--- src/rtl/cpu_sequencer.sv ---
// ---------------------------------------------------------------------------
// lib_cpu
// Shared operation encoding between the external decoder and the sequencer.
// ---------------------------------------------------------------------------
package lib_cpu;
  typedef enum logic [3:0] {
    MOV_A_IMM = 4'd0,
    MOV_B_IMM = 4'd1,
    ADD_A_IMM = 4'd2,
    ADD_B_IMM = 4'd3,
    MOV_A_B   = 4'd4,
    MOV_B_A   = 4'd5,
    IN_A      = 4'd6,
    IN_B      = 4'd7,
    OUT_B     = 4'd8,
    OUT_IMM   = 4'd9,
    JMP_IMM   = 4'd10,
    JNC_IMM   = 4'd11,
    INVALID   = 4'd15
  } opecode_t;
endpackage

// ---------------------------------------------------------------------------
// cpu_sequencer
// Four-state (FETCH / DECODE / EXEC / HALT) sequencer for a tiny 4-bit CPU.
// It fetches one instruction byte per instruction over the imem handshake,
// holds it in ir for an external decoder, and commits the decoded operation
// (opecode/imm) to registers A/B, the carry flag, the output port and the pc.
//
// Ports:
//   clk        clock, rising edge
//   rst_n      asynchronous active-low reset
//   run        run enable; gates the start of a new fetch
//   imem       fetch handshake (cpu_sequencer_if.master)
//   ir         instruction register, feeds the external decoder
//   opecode    decoded operation for ir
//   imm        decoded 4-bit immediate for ir
//   in_port    external 4-bit input port
//   out_port   registered 4-bit output port
//   reg_a      general register A
//   reg_b      general register B
//   carry      carry flag
//   halted     high while the sequencer sits in HALT
//
// Parameter:
//   RESET_PC   program counter value loaded by reset
// ---------------------------------------------------------------------------
module cpu_sequencer #(
  parameter logic [3:0] RESET_PC = 4'h0
) (
  input  logic                clk,
  input  logic                rst_n,
  input  logic                run,
  cpu_sequencer_if.master     imem,
  output logic [7:0]          ir,
  input  lib_cpu::opecode_t   opecode,
  input  logic [3:0]          imm,
  input  logic [3:0]          in_port,
  output logic [3:0]          out_port,
  output logic [3:0]          reg_a,
  output logic [3:0]          reg_b,
  output logic                carry,
  output logic                halted
);

  import lib_cpu::*;

  typedef enum logic [1:0] {
    ST_FETCH  = 2'd0,
    ST_DECODE = 2'd1,
    ST_EXEC   = 2'd2,
    ST_HALT   = 2'd3
  } state_t;

  // 5-bit sum of a register and the immediate; bit 4 is the carry out.
  function automatic logic [4:0] add5(input logic [3:0] x, input logic [3:0] y);
    return {1'b0, x} + {1'b0, y};
  endfunction

  // Operations the sequencer knows how to commit; anything else halts.
  function automatic logic op_is_valid(input opecode_t op);
    logic valid;
    case (op)
      MOV_A_IMM, MOV_B_IMM, ADD_A_IMM, ADD_B_IMM,
      MOV_A_B,   MOV_B_A,   IN_A,      IN_B,
      OUT_B,     OUT_IMM,   JMP_IMM,   JNC_IMM: valid = 1'b1;
      default:                                 valid = 1'b0;
    endcase
    return valid;
  endfunction

  state_t     state_q, state_d;
  // Request register: lives only in FETCH, so imem_req is a pure function
  // of FSM state and is guaranteed low during and right after reset.
  logic       req_q, req_d;
  logic [3:0] pc_q, pc_d;
  logic [7:0] ir_q, ir_d;
  logic [3:0] reg_a_q, reg_a_d;
  logic [3:0] reg_b_q, reg_b_d;
  logic [3:0] out_q, out_d;
  logic       carry_q, carry_d;
  logic       halted_q, halted_d;

  logic       fetch_done_s;
  logic       exec_valid_s;
  logic [3:0] pc_inc_s;
  logic [4:0] sum_a_s;
  logic [4:0] sum_b_s;

  assign fetch_done_s = (state_q == ST_FETCH) && req_q && imem.imem_ack;
  assign exec_valid_s = op_is_valid(opecode);

  // FSM state register together with the fetch-request flag.
  always_ff @(posedge clk or negedge rst_n) begin
    if (!rst_n) begin
      state_q <= ST_FETCH;
      req_q   <= 1'b0;
    end else begin
      state_q <= state_d;
      req_q   <= req_d;
    end
  end

  // FSM next-state logic, including when a fetch request is raised or held.
  always_comb begin
    state_d = state_q;
    req_d   = 1'b0;
    case (state_q)
      ST_FETCH: begin
        if (req_q) begin
          // An outstanding request stays up until acked, whatever run does.
          if (imem.imem_ack) begin
            state_d = ST_DECODE;
            req_d   = 1'b0;
          end else begin
            state_d = ST_FETCH;
            req_d   = 1'b1;
          end
        end else begin
          // Idle in FETCH: an ack here is ignored, run starts a request.
          state_d = ST_FETCH;
          req_d   = run;
        end
      end
      ST_DECODE: begin
        state_d = ST_EXEC;
        req_d   = 1'b0;
      end
      ST_EXEC: begin
        if (exec_valid_s) begin
          // Pre-arm the request so a zero-wait fetch keeps a 3-cycle period.
          state_d = ST_FETCH;
          req_d   = run;
        end else begin
          state_d = ST_HALT;
          req_d   = 1'b0;
        end
      end
      ST_HALT: begin
        state_d = ST_HALT;
        req_d   = 1'b0;
      end
      default: begin
        state_d = ST_FETCH;
        req_d   = 1'b0;
      end
    endcase
  end

  // FSM outputs: the fetch handshake depends on state and pc only.
  always_comb begin
    if (state_q == ST_FETCH) begin
      imem.imem_req = req_q;
    end else begin
      imem.imem_req = 1'b0;
    end
    imem.imem_addr = pc_q;
  end

  // Datapath next-state: ir capture on fetch, architectural commit in EXEC.
  always_comb begin
    pc_inc_s = pc_q + 4'd1;
    sum_a_s  = add5(reg_a_q, imm);
    sum_b_s  = add5(reg_b_q, imm);
    pc_d     = pc_q;
    ir_d     = ir_q;
    reg_a_d  = reg_a_q;
    reg_b_d  = reg_b_q;
    out_d    = out_q;
    carry_d  = carry_q;
    halted_d = halted_q;

    if (fetch_done_s) begin
      ir_d = imem.imem_data;
    end else begin
      ir_d = ir_q;
    end

    if (state_q == ST_EXEC) begin
      case (opecode)
        ADD_A_IMM: begin
          reg_a_d = sum_a_s[3:0];
          carry_d = sum_a_s[4];
          pc_d    = pc_inc_s;
        end
        ADD_B_IMM: begin
          reg_b_d = sum_b_s[3:0];
          carry_d = sum_b_s[4];
          pc_d    = pc_inc_s;
        end
        MOV_A_IMM: begin
          reg_a_d = imm;
          carry_d = 1'b0;
          pc_d    = pc_inc_s;
        end
        MOV_B_IMM: begin
          reg_b_d = imm;
          carry_d = 1'b0;
          pc_d    = pc_inc_s;
        end
        MOV_A_B: begin
          reg_a_d = reg_b_q;
          carry_d = 1'b0;
          pc_d    = pc_inc_s;
        end
        MOV_B_A: begin
          reg_b_d = reg_a_q;
          carry_d = 1'b0;
          pc_d    = pc_inc_s;
        end
        IN_A: begin
          reg_a_d = in_port;
          carry_d = 1'b0;
          pc_d    = pc_inc_s;
        end
        IN_B: begin
          reg_b_d = in_port;
          carry_d = 1'b0;
          pc_d    = pc_inc_s;
        end
        OUT_B: begin
          out_d   = reg_b_q;
          carry_d = 1'b0;
          pc_d    = pc_inc_s;
        end
        OUT_IMM: begin
          out_d   = imm;
          carry_d = 1'b0;
          pc_d    = pc_inc_s;
        end
        JMP_IMM: begin
          carry_d = 1'b0;
          pc_d    = imm;
        end
        JNC_IMM: begin
          // The branch looks at the carry from before this instruction.
          if (carry_q) begin
            pc_d = pc_inc_s;
          end else begin
            pc_d = imm;
          end
          carry_d = 1'b0;
        end
        default: begin
          // INVALID (or any unknown code): freeze everything and halt.
          halted_d = 1'b1;
        end
      endcase
    end else begin
      halted_d = halted_q;
    end
  end

  // Datapath registers; reset aborts any in-flight fetch or commit.
  always_ff @(posedge clk or negedge rst_n) begin
    if (!rst_n) begin
      pc_q     <= RESET_PC;
      ir_q     <= 8'h00;
      reg_a_q  <= 4'h0;
      reg_b_q  <= 4'h0;
      out_q    <= 4'h0;
      carry_q  <= 1'b0;
      halted_q <= 1'b0;
    end else begin
      pc_q     <= pc_d;
      ir_q     <= ir_d;
      reg_a_q  <= reg_a_d;
      reg_b_q  <= reg_b_d;
      out_q    <= out_d;
      carry_q  <= carry_d;
      halted_q <= halted_d;
    end
  end

  assign ir       = ir_q;
  assign reg_a    = reg_a_q;
  assign reg_b    = reg_b_q;
  assign out_port = out_q;
  assign carry    = carry_q;
  assign halted   = halted_q;

endmodule

--- src/rtl/cpu_sequencer_if.sv ---
// ---------------------------------------------------------------------------
// cpu_sequencer_if
// Instruction-memory fetch handshake between the sequencer and the memory.
//
// Signals:
//   imem_req   sequencer -> memory  fetch request
//   imem_addr  sequencer -> memory  fetch address (the program counter)
//   imem_ack   memory -> sequencer  fetch acknowledge, data valid this cycle
//   imem_data  memory -> sequencer  instruction byte
//
// Modports:
//   master  the sequencer side
//   slave   the instruction-memory side
// ---------------------------------------------------------------------------
interface cpu_sequencer_if;
  logic       imem_req;
  logic [3:0] imem_addr;
  logic       imem_ack;
  logic [7:0] imem_data;

  modport master (
    output imem_req,
    output imem_addr,
    input  imem_ack,
    input  imem_data
  );

  modport slave (
    input  imem_req,
    input  imem_addr,
    output imem_ack,
    output imem_data
  );
endinterface

--- src/flat_wrapper.sv ---
// flat-port wrapper written by rule: the top's interface ports become plain ports
module cpu_sequencer_flat import lib_cpu::*;
#(
  parameter logic [3:0] RESET_PC = 4'h0
)
  (clk, rst_n, run, ir, opecode, imm, in_port, out_port, reg_a, reg_b, carry, halted, imem_imem_req, imem_imem_addr, imem_imem_ack, imem_imem_data);
  cpu_sequencer_if imem_i ();
  input  logic clk;
  input  logic rst_n;
  input  logic run;
  output logic [7:0] ir;
  input  lib_cpu::opecode_t opecode;
  input  logic [3:0] imm;
  input  logic [3:0] in_port;
  output logic [3:0] out_port;
  output logic [3:0] reg_a;
  output logic [3:0] reg_b;
  output logic carry;
  output logic halted;
  output wire logic [$bits(imem_i.imem_req)-1:0] imem_imem_req;
  output wire logic [$bits(imem_i.imem_addr)-1:0] imem_imem_addr;
  input wire logic [$bits(imem_i.imem_ack)-1:0] imem_imem_ack;
  input wire logic [$bits(imem_i.imem_data)-1:0] imem_imem_data;
  assign imem_imem_req = imem_i.imem_req;
  assign imem_imem_addr = imem_i.imem_addr;
  assign imem_i.imem_ack = imem_imem_ack;
  assign imem_i.imem_data = imem_imem_data;
  cpu_sequencer #(.RESET_PC(RESET_PC)) u_core (.clk(clk), .rst_n(rst_n), .run(run), .imem(imem_i), .ir(ir), .opecode(opecode), .imm(imm), .in_port(in_port), .out_port(out_port), .reg_a(reg_a), .reg_b(reg_b), .carry(carry), .halted(halted));
endmodule
--- config.mk ---
export PLATFORM = sky130hd
export DESIGN_NAME = cpu_sequencer_flat
export DESIGN_NICKNAME = d
export VERILOG_FILES = /design/src/rtl/cpu_sequencer.sv /design/src/rtl/cpu_sequencer_if.sv /design/src/flat_wrapper.sv
export SDC_FILE = /design/constraint.sdc
export NUM_CORES = 1
export LEC_CHECK = 0
export ABC_AREA = 1
export CORE_MARGIN = 2
export CORE_UTILIZATION = 40
export CTS_CLUSTER_DIAMETER = 100
export DETAILED_ROUTE_END_ITERATION = 8
export PLACE_DENSITY = 0.68
export SYNTH_ARGS = -nofsm -noshare
export SYNTH_HDL_FRONTEND = slang
export SYNTH_SLANG_ARGS = --single-unit
--- constraint.sdc ---
create_clock -name clk -period 2.1 [get_ports clk]
set_input_delay 0.42 -clock clk [delete_from_list [all_inputs] [get_ports clk]]
set_output_delay 0.42 -clock clk [all_outputs]
set_load 0.05 [all_outputs]
After elaboration in Yosys (flattened, before gate mapping)
Memories as Yosys holds them, arrays and structs flattened.
Index checks and enable logic that the tools add are counted.

storage, ports and cells
  flip-flop bits (word level) = 29
  bits in read-only memories = 16
  word-level logic and storage cells = 62
  memories kept = 1

memories
  memory           depth  width  rd ports  clocked after memory_dff  write ports  RTL line             text
  (no name shown)  16     1      1         0                         0            cpu_sequencer.sv:83  case (op)

cells by class
  $add $sub $neg = 3
  equal/unequal tests = 14
  muxes and demuxes = 15
  bitwise gates (word level) = 1
  reduce and logical (&&, ||, !) cells = 19

operator list
  operator               count
  $pmux W4 S4            2
  $reduce_or A10 Y1      2
  $eq A4 B3 Y1 const B   4
  $eq A4 B4 Y1 const B   4
  $pmux W4 S3            1
  $reduce_and A2 Y1      6
  $reduce_or A12 Y1      1
  $add A4 B4 Y5          2
  $eq A4 B2 Y1 const B   2
  $pmux W2 S4            1
  $pmux W4 S2            1
  $reduce_bool A4 Y1     2
  $mux W1                6
  $pmux W1 S3            2
  $reduce_bool A3 Y1     2
  $add A4 B1 Y4 const B  1
  $eq A2 B2 Y1 const B   2
  $eq A4 B1 Y1 const B   1
  $logic_not A4 Y1       1
  $mux W4                1
  $eq A2 B1 Y1 const B   1
  $logic_and A1 B1 Y1    2
  $logic_not A2 Y1       1
  $mux W2                1
  other kinds (3)        3

Longest topological paths before layout
  depth after elaboration = 4
  depth in mapped cells = 8

Worst setup path before layout
No wires, ideal clock.

  path kind = reg-to-reg
  start = register u_core.reg_a_q[0], in the netlist u_core.reg_a[0]
  end = register u_core.carry_q, in the netlist u_core.carry
  library setup time = 0.118 ns
  arrival time = 1.635 ns
  setup slack = 0.347 ns
  stages on the path, launching flop included = 9
  path buffers = 0
  period minus slack after synthesis = 1.753 ns
  cells stage by stage = dfrtp_1 -> ha_1 -> fa_1 -> a21oi_1 -> o21bai_1 -> nand2_1 -> nand2_1 -> nand2_1 -> nand2_1

on the way
  word-level cells in the longest chain between the ends = 2

RTL lines
  what                    RTL line              text
  start, declared         cpu_sequencer.sv:98   logic [3:0] reg_a_q, reg_a_d;
  start signal, assigned  cpu_sequencer.sv:287  reg_a_q <= reg_a_d;
  $add A4 B4 Y5           cpu_sequencer.sv:77   return {1'b0, x} + {1'b0, y};
  $pmux W1 S3             cpu_sequencer.sv:200  case (opecode)
  end signal, assigned    cpu_sequencer.sv:290  carry_q <= carry_d;
  end, declared           cpu_sequencer.sv:101  logic carry_q, carry_d;

Every way passes these cells.
A chain may end at the register's enable or synchronous reset.

Final worst setup path
  start = register u_core.reg_b_q[2], in the netlist u_core.reg_b[2]
  end = output port reg_b[2]

RTL lines
  what                    RTL line              text
  start, declared         cpu_sequencer.sv:99   logic [3:0] reg_b_q, reg_b_d;
  start signal, assigned  cpu_sequencer.sv:288  reg_b_q <= reg_b_d;
  end, declared           flat_wrapper.sv:17    output logic [3:0] reg_b;

No word-level cell between the ends.

==> impl_metrics.toml <==
[run_status]
status = "complete, no violations"

[yosys]
syn-num-nets = 296
synth_cells = 261
yosys.area.top_type = "dfrtp_1"
yosys-top-cells-area = "dfrtp_1 39%, nand2_1 17%, nand3_1 7.2%"
synth_seq_cells = 29
synth_top_area_share = 0.3893
netlist_area_um2 = 1864
synth_area_per_cell_um2 = 7.143
ys_warn_count = 0
synthDistinctLibCells = 25
seq_area_frac_synth = 0.3893

[critical_path]
crit_family = "buffers and inverters"
start_kind = "flip-flop"
cpMaxStageDelayCell = "clkdlybuf4s50_1"
cp.arrival_ps = 1600
critPathMaxFanout = 5
cp-end-kind = "primary output"
crit_type = "flip-flop to primary output"
reg2reg_slack_ps = 490
path_cells = "clkdlybuf4s50_1"
path_buf_inv = 1
max_stage_delay_ps = 850
required_ps = 1680

[cts]
ctsRootBufferMaster = "clkbuf_8"
cts_setup_buffers = 0
path_clk_slew_ps = 70
insertion_delay_ps = 290
cts_made_buffers = 5
ctsResizeCount = 0
cts.sinks = 29
tritoncts = "built"
cts_hold_buf = 0
cts.path.max_buffers = 2
htreeDepth = 2

[die]
core-area_um2 = 4414
die_x_um = 72.27
design.portCount = 51
die_area_um2 = 5223
row_count = 24
die_h_um = 72.27
start_util = 0.4223

[timing]
setup_viol = 0
drv_slew = 0
tightest_slew_ps = 513.1
rsz0062_at_grt = "no"
timing.slew.headroom = 0.6569
skew_ps = 4.802
min_period_over_period = 0.9618
setup_ws_ps = 80.26
finalHoldViolations = 0
hold_ws_ps = 465.3
finalCriticalPeriod_ps = 2020
fmax_mhz = 495.1

[pwr]
ir_drop_mv = 0.2462
power.leakage_nw = 1.304
powerDensity_nw_per_um2 = 486.2

[finish]
drive_gt1_frac = 0.07430
utilization = 0.5808
antenna_cells = 0
area_delta_synth_final_pct = 37.52
final_area_um2 = 2564
fin_nets = 358

[global_routing]
grt_overflow = 0
grt_antenna_before_repair = 0
grt_pass1_vias = 1785
grt_max_degree = 30
grt_usage = 0.2074
grt_first_pass_wirelength_um = 8342

[placement]
dp_hpwl_um = 3942
placed_cell_area_um2 = 2477
port-buffer-count = 50
place.gp.congestion = 0.9135
dp_slack_ps = -33.23

[min_path]
holdCritPathClass = "flip-flop to flip-flop"

[detailed_routing]
wl_per_cell_um = 13.72
firstDrtPassIters = 4
antenna_left = 0
drt-total-wl_um = 5144
drc = 0
drt_iter0_drc = 93
via_per_inst = 5.061
vias = 1898

[run]
cap_violations = 0
Yosys cell counts:
cell type / instances
o21ai_1: 2
buf_6: 1
nand2_1: 86
nand2_2: 1
o21bai_1: 2
nand3_1: 27
dfrtp_1: 29
buf_2: 1
o211ai_1: 1
inv_1: 25
nand3_2: 1
fa_1: 2
o22ai_1: 3
a31oi_1: 5
ha_1: 9
nor2_1: 31
xnor2_1: 2
a21oi_1: 8
nor2_2: 2
inv_2: 3
xor2_1: 1
o21ai_0: 11
nand4_1: 6
clkbuf_1: 1
nor3_4: 1
path summary, 6_finish.rpt:
path	end	depth (start not counted)	startpoint
setup / recovery	reg_b[2]	1	u_core.reg_b[2]$_DFFE_PN0P_
min in group asynchronous	u_core.reg_b[2]$_DFFE_PN0P_	2	rst_n
hold reg to reg	u_core.halted$_DFFE_PN0P_	2	u_core.halted$_DFFE_PN0P_
max in group asynchronous	u_core.ir[1]$_DFFE_PN0P_	2	rst_n
hold / removal	u_core.halted$_DFFE_PN0P_	2	u_core.halted$_DFFE_PN0P_
setup reg to reg	u_core.carry$_DFFE_PN0P_	8	u_core.reg_b[0]$_DFFE_PN0P_
cell type report:
cell class | count | area, um2
Clock buffer | 7 | 86.33
Fill cell | 438 | 1851
Inverter | 28 | 105.1
Multi-Input combinational cell | 201 | 1013
Sequential cell | 29 | 725.7
Tap cell | 52 | 65.06
Timing Repair Buffer | 58 | 568.0
power breakdown:
| part | switching [W] | internal (W) |
|---|---|---|
| registers | 0.00000542 | 0.000565 |
| logic | 0.000115 | 0.0000837 |
| clock network | 0.000217 | 0.000260 |
| total | 0.000338 | 0.000909 |
placed cells by master (no fill, tap or decap), types with 2 or more instances in the layout:
| cell type | n |
|---|---|
| nand2_1 | 86 |
| clkdlybuf4s50_1 | 48 |
| nor2_1 | 31 |
| dfrtp_1 | 29 |
| nand3_1 | 27 |
| inv_1 | 25 |
| o21ai_0 | 11 |
| ha_1 | 9 |
| buf_4 | 9 |
| a21oi_1 | 8 |
| nand4_1 | 6 |
| clkbuf_8 | 6 |
| a31oi_1 | 5 |
| inv_2 | 3 |
| o22ai_1 | 3 |
| nor2_2 | 2 |
| o21bai_1 | 2 |
| o21ai_1 | 2 |
| xnor2_1 | 2 |
| fa_1 | 2 |
sequential cells by signal, summed over array words and instances (netlist names):
signal                 count
u_core.imem.imem_addr      4
u_core.state_q             2
u_core.out_port            4
u_core.req_q               1
u_core.carry               1
u_core.reg_b               4
u_core.ir                  8
u_core.halted              1
u_core.reg_a               4
per-stage QoR:
stage / power (W) / setup TNS, ps / instances
4_1_cts: 0.001259 / 0 / 375
2_1_floorplan: 0.0006724 / 0 / 261
3_3_place_gp: 0.0007780 / -11.01 / 368
3_5_place_dp: 0.0007792 / -33.23 / 368
6_report: 0.001246 / 0 / 375
5_1_grt: 0.001297 / 0 / 375
cell families (layout without fill, tap and decap cells):
group,after synthesis,after routing,synth area share
AND/OR/NAND/NOR,155,155,0.3524
AO/OA/AOI/OAI,32,32,0.09530
buffers and inverters,31,93,0.06711
flip-flops,29,29,0.3893
adder cells (fa/ha/maj),11,11,0.08188
XOR/XNOR,3,3,0.01410
per-layer routing:
layer,global-route usage,part of all wire
met1,0.2884,0.47
met2,0.3160,0.46
met3,0.05833,0.061
met4,0.06080,0.010
met5,0,0
(Power assumes the default switching activity.)
